[config.mk]
export PLATFORM = sky130hd
export DESIGN_NAME = sync_fifo_flags
export DESIGN_NICKNAME = d
export VERILOG_FILES = /design/src/rtl/sync_fifo_flags.sv
export SDC_FILE = /design/constraint.sdc
export NUM_CORES = 1
export LEC_CHECK = 0
export CAP_MARGIN = 40
export CORE_ASPECT_RATIO = 1.2
export CORE_MARGIN = 5
export CORE_UTILIZATION = 40
export CTS_BUF_LIST = sky130_fd_sc_hd__clkbuf_4 sky130_fd_sc_hd__clkbuf_8
export DETAILED_ROUTE_END_ITERATION = 10
export PLACE_DENSITY = 0.63
export SYNTH_ARGS = -nofsm -noshare
export SYNTH_HDL_FRONTEND = slang
export SYNTH_SLANG_ARGS = --single-unit
[constraint.sdc]
create_clock -name clk -period 3.6 [get_ports clk]
set_input_delay 0.54 -clock clk [delete_from_list [all_inputs] [get_ports clk]]
set_output_delay 0.54 -clock clk [all_outputs]
set_load 0.1 [all_outputs]
[src/rtl/sync_fifo_flags.sv]
// Single-clock FIFO with occupancy, threshold flags, sticky error flags, flush
// and a selectable standard / first-word-fall-through read port.
module sync_fifo_flags #(
    parameter int WIDTH    = 16,
    parameter int DEPTH    = 8,
    parameter int AF_LEVEL = DEPTH - 1,
    parameter int AE_LEVEL = 1,
    parameter int FWFT     = 0
) (
    input  logic                         clk,
    input  logic                         rst,
    input  logic                         flush,
    input  logic                         err_clr,
    input  logic                         wr_en,
    input  logic [WIDTH-1:0]             din,
    input  logic                         rd_en,
    output logic [WIDTH-1:0]             dout,
    output logic [$clog2(DEPTH+1)-1:0]   count,
    output logic                         empty,
    output logic                         full,
    output logic                         almost_empty,
    output logic                         almost_full,
    output logic                         overflow,
    output logic                         underflow
);
    localparam int CW = $clog2(DEPTH + 1);
    localparam int PW = $clog2(DEPTH);

    logic [WIDTH-1:0] mem [DEPTH];
    logic [PW-1:0]    wptr_reg, rptr_reg;
    logic [CW-1:0]    count_reg;
    logic             overflow_reg, underflow_reg;
    logic             rd_acc, wr_acc, ovf_set, udf_set;

    // Pointers wrap explicitly so non-power-of-two depths work.
    function automatic logic [PW-1:0] next_ptr(input logic [PW-1:0] p);
        return (p == PW'(DEPTH - 1)) ? '0 : p + PW'(1);
    endfunction

    assign empty        = (count_reg == '0);
    assign full         = (count_reg == CW'(DEPTH));
    assign almost_full  = (count_reg >= CW'(AF_LEVEL));
    assign almost_empty = (count_reg <= CW'(AE_LEVEL));
    assign count        = count_reg;
    assign overflow     = overflow_reg;
    assign underflow    = underflow_reg;

    // Flush masks both requests, so it neither moves data nor raises errors.
    assign rd_acc  = rd_en && !empty && !flush;
    assign wr_acc  = wr_en && (!full || rd_acc) && !flush;
    assign ovf_set = wr_en && !wr_acc && !flush;
    assign udf_set = rd_en && empty && !flush;

    always_ff @(posedge clk or negedge rst) begin
        if (!rst) begin
            wptr_reg      <= '0;
            rptr_reg      <= '0;
            count_reg     <= '0;
            overflow_reg  <= 1'b0;
            underflow_reg <= 1'b0;
        end else begin
            overflow_reg  <= (overflow_reg && !err_clr) || ovf_set;
            underflow_reg <= (underflow_reg && !err_clr) || udf_set;
            if (flush) begin
                wptr_reg  <= '0;
                rptr_reg  <= '0;
                count_reg <= '0;
            end else begin
                if (wr_acc) wptr_reg <= next_ptr(wptr_reg);
                if (rd_acc) rptr_reg <= next_ptr(rptr_reg);
                if (wr_acc && !rd_acc)      count_reg <= count_reg + CW'(1);
                else if (rd_acc && !wr_acc) count_reg <= count_reg - CW'(1);
            end
        end
    end

    // Storage carries no reset; a simultaneous read at full sees the old word.
    always_ff @(posedge clk) begin
        if (wr_acc) mem[wptr_reg] <= din;
    end

    generate
        if (FWFT == 0) begin : g_std
            logic [WIDTH-1:0] dout_reg;
            always_ff @(posedge clk or negedge rst) begin
                if (!rst)        dout_reg <= '0;
                else if (rd_acc) dout_reg <= mem[rptr_reg];
            end
            assign dout = dout_reg;
        end else begin : g_fwft
            assign dout = empty ? '0 : mem[rptr_reg];
        end
    endgenerate
endmodule

==> results <==
- The number of I/O port buffers is 47.
- In this run, synthesis produced a sequential element count of 156.
- The total number of nets in the final design is 458.
- From bottom edge to top edge, the die measures 147 µm.
- TritonCTS built the clock tree.
- The number of sinks handled by clock tree synthesis is 156.
- The site row count is 50.
- For the pin with the worst max-slew slack, the measured transition is a little under 0.7 ns.
- In this run the worst hold path is classified as in -> async.
- The post-synthesis to final-layout area growth is 24.8%.
- Dividing the detail-routed wire length by the instance count gives 19.1 µm.
- The total overflow left after global routing is 0.
- Routability-driven placement finished with a final weighted congestion of 0.817.
- The post-route worst setup slack is approximately 0.94 ns.
- The highest metal layer with signal wires is met4.
- The power density over cell area is 800 nW/µm².
- The number of nets with antenna violations after detailed routing is 0.
- The number of detailed-routing iterations run before antenna repair is 5.
- The area of the multi-input gates is 1600 µm².
- STA classifies the critical path startpoint as a register.
- The root buffer cell chosen for the clock tree is clkbuf_8.
- The routed design could run at a clock period as short as 2.66 ns.
- Entering global routing, the biggest net connects 33 pins.
- The die covers 18300 µm².
- The number of instances in the synthesized netlist is 341.
- TritonCTS created 17 clock buffers.
- Of the post-synthesis cell area, the dominant cell type holds 61.4%.
- The register with the most flip-flops in the layout has 128 of them.
- The most instantiated library cell after synthesis is edfxtp_1.
- After detailed routing, the total wire length is 12400 µm.
- The category of the most critical setup path is reg -> reg.
- In this run, distinct cell masters in the synthesized netlist total 36.
- The critical path starts at count[0]$_DFFE_PN0P_.
- The mean instance size in the synthesized netlist is 18.4 µm².
- The cell area that synthesis handed to floorplanning was roughly 6300 µm².
- The antenna cell count is 0.
- The number of hold violations in the final report is 0.
- The number of global-route vias before repair is about 3500.
- In this run the static leakage power is roughly 0.0027 µW.
- The number of hold buffers added after CTS was 0.
- The total of endpoints with negative setup slack in the final report is 0.
- After the first detailed-routing iteration, the DRC count stood at 160.
- The first-pass GRT wire length is between 15000 and 20000 µm.
- The count of vias placed by the detailed router is 3336.
- The met3 wirelength from detailed routing is 586 µm.
- The worst register-to-register path begins at count[0]$_DFFE_PN0P_.
- The final clock skew is 0.00850 ns.
- The highest clock rate is 0.376 GHz.
- Timing analysis after detailed placement gives a worst setup slack of 0.568 ns.
- Global routing used between 10% and 20% of the available tracks across all layers.
- The clock transition at the registers of the reported paths is 0.08 ns.
- The routed design uses between 6000 and 7000 µm of met2 wire.
- Counting flops with a built-in enable in the synthesized netlist gives 128.
- No sink is reached through more buffers than the 2 on the longest clock path.
- The tool flagged a number of max-cap violations equal to 0.
- The vias per cell is 5.13.
- The final critical path takes up 73.8% of the cycle.
- The most used flip-flop cell after synthesis is edfxtp_1.
- The total count of max-transition violations in the final report is 0.
- The storage element area is 4550 µm².
- The number of antenna violations at the first check in global routing is 0.
- The HPWL reported at the end of detailed placement is 7850 µm.
- For this run, design rule violations remaining after detail routing come to 0.
- The later-pin clock latency in the skew report is 0.44 ns.
- Setup repair after global routing left no endpoint under its margin.
- The worst setup path is captured at a register.
- Ranked by instance count, the synthesized netlist is headed by 128 x edfxtp_1, 33 x nor2_1, 32 x mux4_2.
- For this configuration, the core starts out at a cell density of 40.4%.
- The detailed-route wire length on metal 1 is 5400 µm.
- Once the clock tree was built, the resizer swapped 0 gates to a different size.
- STA puts the critical path data arrival time at approximately 2.8 ns.
- IR analysis of the VDD net gives a maximum drop of 0.624 mV.
- Yosys printed 0 warnings.
- The number of buffers inserted to repair setup after CTS is 0.
- Fill cells in the final layout number between 1000 and 1500.
- The floorplan core area is 15500 µm².
- Cells with a size suffix above 1 make up 27.8% of the layout.
- The register area share after synthesis is roughly 73%.
- The number of levels the H-tree was split into is 4.
- The count of boundary I/O pins is 48.
- The most area-hungry cell type in the Yosys netlist is edfxtp_1.
- By area the synthesized netlist is led by edfxtp_1 61%, mux4_2 12%, dfrtp_1 11%.
- The flow ran to the end, and the final reports show no timing, DRC or antenna violations.
- The width of the die is 124 µm.
- The net count after synthesis is 370.
- The worst-path maximum fanout is 10.
- The tightest slew margin relative to the limit is roughly 54%.
- The async set-reset flop share out of synthesis is 17.9%.
- The data required time of the worst path is around 3.7 ns.
- Summed over all failing endpoints, the final setup total negative slack is 0 ns.
[path summary, 6_finish.rpt]
path | to | slack (ns) | cells past startpoint
min in group clk | underflow$_DFF_PN0_ | 0.52 | 2
max in group asynchronous | rptr_reg[1]$_DFFE_PN0P_ | 2.75 | 2
setup / recovery | mem[0][6]$_DFFE_PP_ | 0.94 | 6
setup reg to reg | mem[0][6]$_DFFE_PP_ | 0.94 | 6
hold reg to reg | underflow$_DFF_PN0_ | 0.52 | 2
hold / removal | dout[8]$_DFFE_PN0P_ | 0.51 | 2
[worst max-delay path: stages, from the launching register on]
cell      delay, ns
dfrtp_1        0.47
inv_1          0.07
ha_1           0.31
and4bb_4       0.26
or3_1          0.43
nor3_2         0.50
buf_4          0.31
[cells by family (layout without fill, tap and decap cells)]
kind of cell	Yosys count	after routing	synth area share [%]
AO/OA/AOI/OAI	32	32	2.84
XOR/XNOR	1	1	0.140
adder cells (fa/ha/maj)	7	7	1.40
buffers and inverters	24	125	2.26
flip-flops	156	156	72.5
multiplexers	56	56	15.5
AND/OR/NAND/NOR	65	65	5.35
[cells in the final DEF, fill, tap and decap left out, types with 2 or more instances in the layout]
master	synthesis	layout
dfrtp_2	0	2
inv_1	6	6
nand2b_4	2	2
nor3_2	0	3
mux2i_1	19	19
nand2_1	8	8
a21oi_1	20	20
clkdlybuf4s50_1	0	43
buf_4	3	20
buf_12	0	2
nand2b_1	3	3
clkinvlp_4	0	2
edfxtp_1	128	128
dfrtp_1	28	26
nor2_1	33	32
o21ai_0	5	5
nor2b_1	2	2
clkinv_1	0	2
bufinv_16	0	4
buf_16	0	2
or3_1	4	4
mux4_2	32	32
a31oi_1	2	2
mux2_2	4	4
clkbuf_8	0	17
ha_1	7	7
clkinv_2	0	5
buf_8	0	20
nor3b_1	2	2
[report_power, final]
group	leakage, µW	switching [µW]	total (µW)	internal [µW]
registers	0.00149	170	2280	2110
clock network	0.000210	609	1360	752
logic	0.000970	1610	2620	1010
total	0.00267	2390	6260	3870
[cell type report]
class / count / area share (%)
multi-input combinational: 161 / 20.4
tap: 208 / 3.33
timing repair buffer: 87 / 12.5
inverter: 6 / 0.288
clock inverter: 14 / 2.26
sequential: 156 / 58.1
clock buffer: 18 / 3.09
[per-stage QoR]
stage | area, µm² | cells | power (µW) | util (%) | hold WS (ns)
after global routing | 7820 | 650 | 6520 | 50.4 | 0.545
after detailed placement | 7400 | 618 | 4970 | 47.7 | 0.511
after floorplan | 6270 | 341 | 4060 | - | 0.244
after CTS | 7820 | 650 | 6330 | 50.4 | 0.497
after global placement | 7030 | 595 | 4550 | 45.3 | 0.509
final | 7820 | 650 | 6260 | 50.4 | 0.507
[metal layers]
metal  up-vias  track usage (%)
li1       1510                -
met1      1730             18.5
met2        79             23.1
met3        17             3.56
met4         0             4.99
met5         -                0
Note: power is estimated with default switching activity, not from simulation.
